File: src/rtl/fetch_sequencer.sv
// fetch_sequencer: IF-stage controller for the pipelined RV32I core.
// Owns the instruction-memory request/ack handshake and drives the PC enable.
// Holds one fetched word while decode stalls, and drops stale responses after
// an execute-stage redirect. Feeds IF/ID with a registered instruction, PC and valid.
module fetch_sequencer #(
  parameter int WIDTH       = 32,
  parameter int BOOT_CYCLES = 2,
  parameter int TIMEOUT     = 64
) (
  input  logic             clk,
  input  logic             rst,
  input  logic [WIDTH-1:0] pc_f,
  input  logic             redirect_e,
  input  logic             stall_d,
  output logic             pc_en,
  output logic             flush_d,
  output logic             imem_req,
  output logic [WIDTH-1:0] imem_addr,
  input  logic             imem_ack,
  input  logic [WIDTH-1:0] imem_rdata,
  output logic [WIDTH-1:0] instr_f,
  output logic [WIDTH-1:0] instr_pc_f,
  output logic             instr_valid_f,
  output logic             fetch_err
);

  localparam logic [1:0] S_BOOT  = 2'd0;
  localparam logic [1:0] S_REQ   = 2'd1;
  localparam logic [1:0] S_HOLD  = 2'd2;
  localparam logic [1:0] S_DRAIN = 2'd3;

  localparam logic [3:0] BOOT_LAST = 4'(BOOT_CYCLES - 1);
  localparam logic [7:0] WAIT_MAX  = 8'(TIMEOUT);
  localparam logic [7:0] WAIT_LAST = 8'(TIMEOUT - 1);

  logic [1:0]       state_q, state_d;
  logic [3:0]       boot_cnt_q, boot_cnt_d;
  logic [WIDTH-1:0] req_addr_q, req_addr_d;
  logic [WIDTH-1:0] skid_instr_q, skid_instr_d;
  logic [WIDTH-1:0] skid_pc_q, skid_pc_d;
  logic             skid_valid_q, skid_valid_d;
  logic [WIDTH-1:0] instr_q, instr_d;
  logic [WIDTH-1:0] instr_pc_q, instr_pc_d;
  logic             valid_q, valid_d;
  logic [7:0]       wait_cnt_q, wait_cnt_d;
  logic             err_q, err_d;

  logic             deliver;
  logic [WIDTH-1:0] deliver_instr;
  logic [WIDTH-1:0] deliver_pc;

  // Sequencer next-state, handshake outputs, IF/ID update and ack-timeout tracking.
  always_comb begin
    state_d       = state_q;
    boot_cnt_d    = boot_cnt_q;
    req_addr_d    = req_addr_q;
    skid_instr_d  = skid_instr_q;
    skid_pc_d     = skid_pc_q;
    skid_valid_d  = skid_valid_q;
    instr_d       = instr_q;
    instr_pc_d    = instr_pc_q;
    valid_d       = valid_q;
    wait_cnt_d    = wait_cnt_q;
    err_d         = err_q;
    pc_en         = 1'b0;
    flush_d       = 1'b0;
    imem_req      = 1'b0;
    imem_addr     = pc_f;
    deliver       = 1'b0;
    deliver_instr = imem_rdata;
    deliver_pc    = pc_f;

    if (rst) begin
      // PC register loads the reset vector while reset is held.
      pc_en = 1'b1;
    end else begin
      case (state_q)
        S_BOOT: begin
          if (boot_cnt_q == BOOT_LAST) begin
            boot_cnt_d = 4'd0;
            state_d    = S_REQ;
          end else begin
            boot_cnt_d = boot_cnt_q + 4'd1;
          end
        end

        S_REQ: begin
          imem_req   = 1'b1;
          imem_addr  = pc_f;
          req_addr_d = pc_f;
          flush_d    = redirect_e;
          if (imem_ack) begin
            if (redirect_e) begin
              pc_en = 1'b1;
            end else if (stall_d) begin
              skid_instr_d = imem_rdata;
              skid_pc_d    = pc_f;
              skid_valid_d = 1'b1;
              state_d      = S_HOLD;
            end else begin
              deliver = 1'b1;
              pc_en   = 1'b1;
            end
          end else if (redirect_e) begin
            pc_en   = 1'b1;
            state_d = S_DRAIN;
          end
        end

        S_HOLD: begin
          flush_d = redirect_e;
          if (redirect_e) begin
            skid_valid_d = 1'b0;
            pc_en        = 1'b1;
            state_d      = S_REQ;
          end else if (!stall_d) begin
            deliver       = 1'b1;
            deliver_instr = skid_instr_q;
            deliver_pc    = skid_pc_q;
            skid_valid_d  = 1'b0;
            pc_en         = 1'b1;
            state_d       = S_REQ;
          end
        end

        default: begin
          imem_req  = 1'b1;
          imem_addr = req_addr_q;
          flush_d   = redirect_e;
          pc_en     = redirect_e;
          if (imem_ack) begin
            state_d = S_REQ;
          end
        end
      endcase

      if (deliver) begin
        instr_d    = deliver_instr;
        instr_pc_d = deliver_pc;
        valid_d    = 1'b1;
      end else if (redirect_e) begin
        valid_d = 1'b0;
      end else if (!stall_d) begin
        valid_d = 1'b0;
      end

      if (imem_req) begin
        if (imem_ack) begin
          wait_cnt_d = 8'd0;
        end else begin
          if (wait_cnt_q != WAIT_MAX) begin
            wait_cnt_d = wait_cnt_q + 8'd1;
          end
          if (wait_cnt_q >= WAIT_LAST) begin
            err_d = 1'b1;
          end
        end
      end
    end
  end

  // State and datapath registers with synchronous reset.
  always_ff @(posedge clk) begin
    if (rst) begin
      state_q      <= S_BOOT;
      boot_cnt_q   <= 4'd0;
      req_addr_q   <= '0;
      skid_instr_q <= '0;
      skid_pc_q    <= '0;
      skid_valid_q <= 1'b0;
      instr_q      <= '0;
      instr_pc_q   <= '0;
      valid_q      <= 1'b0;
      wait_cnt_q   <= 8'd0;
      err_q        <= 1'b0;
    end else begin
      state_q      <= state_d;
      boot_cnt_q   <= boot_cnt_d;
      req_addr_q   <= req_addr_d;
      skid_instr_q <= skid_instr_d;
      skid_pc_q    <= skid_pc_d;
      skid_valid_q <= skid_valid_d;
      instr_q      <= instr_d;
      instr_pc_q   <= instr_pc_d;
      valid_q      <= valid_d;
      wait_cnt_q   <= wait_cnt_d;
      err_q        <= err_d;
    end
  end

  assign instr_f       = instr_q;
  assign instr_pc_f    = instr_pc_q;
  assign instr_valid_f = valid_q;
  assign fetch_err     = err_q;

endmodule
File: config.mk
export PLATFORM = sky130hd
export DESIGN_NAME = fetch_sequencer
export DESIGN_NICKNAME = d
export VERILOG_FILES = /design/src/rtl/fetch_sequencer.sv
export SDC_FILE = /design/constraint.sdc
export NUM_CORES = 1
export LEC_CHECK = 0
export BUFFER_PORTS_ARGS = -buffer_cell sky130_fd_sc_hd__buf_2
export CAP_MARGIN = 20
export CORE_UTILIZATION = 31
export CTS_BUF_LIST = sky130_fd_sc_hd__clkbuf_8
export DETAILED_ROUTE_END_ITERATION = 8
export PLACE_DENSITY = 0.49
export SKIP_LAST_GASP = 1
export SLEW_MARGIN = 20
export SYNTH_ARGS = -nofsm -noshare
export SYNTH_HDL_FRONTEND = slang
export SYNTH_SLANG_ARGS = --single-unit
export TNS_END_PERCENT = 100
File: constraint.sdc
create_clock -name clk -period 3.5 [get_ports clk]
set_input_delay 0.35 -clock clk [delete_from_list [all_inputs] [get_ports clk]]
set_output_delay 0.35 -clock clk [all_outputs]
set_load 0.01 [all_outputs]
==> flow_summary.yaml <==
synth:
  yosys_warnings: 0
  ys_seq_area_frac: 0.474
  syn_area_per_cell_sq_um: 9.08
  synth_xor_area_frac: 0.00354
  yosys.area_share.simple: 0.149
  yosysUniqueCellTypes: 41
  synthesis.nets: 894
  syn_inst: 818
  synth_compound_area_frac: 0.133
  synth_area_sq_um: 7430
  synth-seq-cells: 176
  synth_top_family_by_area: "multiplexers"
  synthMuxAreaShare: 0.183
  synthAdderAreaFrac: 0.0118
clock_network:
  cts_resized: 0
  clock-root-buffer: "clkbuf_8"
  cts_tree: "done"
  clock_sinks: 176
  cts.path.max_buffers: 2
  cts_setup_buffers: 0
  htreeDepth: 4
  clkSlewWorstSetupHoldPaths_ps: 100
  clk_latency_ps: 450
  ctsHoldBuffers: 0
  numCtsBuffers: 17
finish:
  fin_cells: 1283
  num_antenna_cells: 0
  fillers: 2446
  layout_commonest_cell: "dfxtp_1"
  area.growth.synth_to_final_pct: 19.5
  final_cell_mix: "176 x dfxtp_1, 168 x buf_2, 132 x nand2_1"
  nNetsFinal: 1027
  layout-drive-gt1-share: 0.258
floorplanning:
  die_w_um: 157
  io_pins: 170
  core_region_area_sq_um: 23500
  die_area_sq_um: 24600
  start_util: 0.316
  rows: 56
  die_h_um: 157
power:
  fin_total_pwr_w: 0.00468
  powerDensity_nw_per_um2: 527
  p_seq_frac: 0.481
  p_clk_frac: 0.311
  swShare: 0.306
  leakagePower_nw: 3.30
  p_int_w: 0.00325
  p_sw_w: 0.00143
  irDropWorstVdd_uv: 250
  pwr-share-comb: 0.208
global_routing:
  antenna_found_initial: 1
  grt_max_degree: 90
  grt.overflow.total: 0
  grt_pass1_wl_um: 29100
  first_global_vias: 5371
  grtUsageTotal: 0.152
worst_setup_path:
  arrival_ps: 2300
  r2r_slack_ps: 1200
  worstPathMaxFanout: 32
  critPathRequiredTime_ps: 3150
  critPathKind: "register to primary output"
  start_kind: "register"
  worstSetupEndpointType: "primary output"
min_path:
  hold_class: "input port to register"
timing:
  drv_slew: 0
  rsz0062_at_grt: "no"
  worst_pin_slew_ps: 992
  final.setup_skew_ps: 12.0
  final.period_utilization: 0.757
  tns_ps: 0
  max_slew_margin: 0.339
  setup_violations: 0
  fmax_ghz: 0.378
  hold_viol_final: 0
  min_period_ps: 2650
drt:
  wire_per_inst_um: 14.5
  dr.first_iter.drc_count: 347
  ant_nets: 0
  post_drt_via_cell_ratio: 4.67
  dr_total_vias: 5988
  drcViolationCount: 0
  wl_um: 18600
  dr.pass1.iters: 4
flow_run:
  drv_cap: 0
placed_design:
  place_congestion: 0.761
  io_buffers: 169
  dp_hpwl_um: 11900
  placedCellCount: 1251
status:
  status: "finished clean"
[kinds of logic after synthesis]
logic type      after synthesis
compound gates              156
simple gates                273
fa+ha+maj                     7
xor+xnor                      3
mux                         132
flops                       176
buf+inv                      71
[Yosys cell counts]
master / number / share of area
mux2i_1: 99 / 0.13
a31oi_1: 2 / 0.0017
mux2_2: 30 / 0.045
clkbuf_4: 2 / 0.0020
buf_4: 10 / 0.010
nand2_1: 132 / 0.067
a311o_1: 1 / 0.0013
a221o_1: 1 / 0.0013
o22ai_1: 1 / 0.00084
buf_1: 5 / 0.0025
a21oi_2: 1 / 0.0012
ha_1: 7 / 0.012
buf_2: 19 / 0.013
or4b_1: 1 / 0.0013
xnor2_1: 1 / 0.0012
nor4bb_1: 1 / 0.0013
o21ai_0: 6 / 0.0040
and3_1: 3 / 0.0025
mux2_1: 3 / 0.0045
inv_1: 6 / 0.0030
a21oi_1: 74 / 0.050
a211oi_1: 65 / 0.066
a211o_1: 1 / 0.0012
dfxtp_1: 176 / 0.47
a32o_1: 1 / 0.0013
a41oi_2: 1 / 0.0022
nor3_1: 5 / 0.0034
nor4_1: 2 / 0.0017
nor2b_1: 2 / 0.0017
or3_1: 1 / 0.00084
nor2_1: 112 / 0.057
o22a_1: 1 / 0.0012
clkbuf_1: 28 / 0.014
xor2_1: 2 / 0.0024
nor3b_1: 2 / 0.0020
nor4b_2: 1 / 0.0020
nand2b_1: 4 / 0.0034
clkbuf_2: 1 / 0.00067
nand3_1: 5 / 0.0034
o31a_1: 1 / 0.0012
nand4_1: 2 / 0.0017
[power groups by stage]
stage	sequential (W)	combinational, W	clock, W
3_3_place_gp	0.00230	0.000986	0
3_5_place_dp	0.00230	0.000987	0
4_1_cts	0.00225	0.000992	0.00152
2_1_floorplan	0.00229	0.000678	0
5_1_grt	0.00227	0.00108	0.00158
6_report	0.00225	0.000975	0.00145
[worst max-delay path, stage by stage (launching register included)]
cell and delay [ps]:
dfxtp_1 350, ha_1 240, nand2b_2 660, mux2_2 430, buf_2 140
[final cells by class]
type / count / area (sq um) / area share
multi-input cells: 571 / 3590 / 0.405
flip-flops and latches: 176 / 3520 / 0.397
repair buffers: 179 / 940 / 0.106
well taps: 319 / 399 / 0.0449
clock buffers: 18 / 248 / 0.0279
clock inverters: 14 / 154 / 0.0173
inverters: 6 / 22.5 / 0.00254
[registers in the layout, indices dropped and copies added (netlist names)]
| name | flops |
|---|---|
| skid_pc_q | 32 |
| fetch_err | 1 |
| instr_pc_f | 32 |
| boot_cnt_q | 4 |
| req_addr_q | 32 |
| state_q | 2 |
| instr_f | 32 |
| skid_instr_q | 32 |
| wait_cnt_q | 8 |
| instr_valid_f | 1 |
[metrics by stage]
step / setup slack (ps) / cell area [sq um] / hold slack (ps) / utilization
floorplan: 1630 / 7430 / 436 / -
global placement: 1210 / 8480 / 441 / 0.361
detailed placement: 1150 / 8480 / 446 / 0.361
CTS: 771 / 8880 / 70.5 / 0.378
global route: 697 / 8880 / 82.1 / 0.378
finish: 851 / 8880 / 114 / 0.378
[per-layer routing]
layer	vias to the layer above	wire, um	GRT usage
met4	2	190	0.0406
met5	-	13	0
met1	2761	9250	0.204
li1	3091	-	-
met3	14	779	0.0385
met2	120	8380	0.240
[path summary, 6_finish.rpt]
path | from | end | depth (start not counted)
min reg2reg | skid_pc_q[15] | skid_pc_q[15] | 2
max | state_q[0] | imem_addr[2] | 4
max reg2reg | state_q[0] | instr_f[19] | 7
min | rst | wait_cnt_q[6] | 2
(Power assumes the default switching activity.)
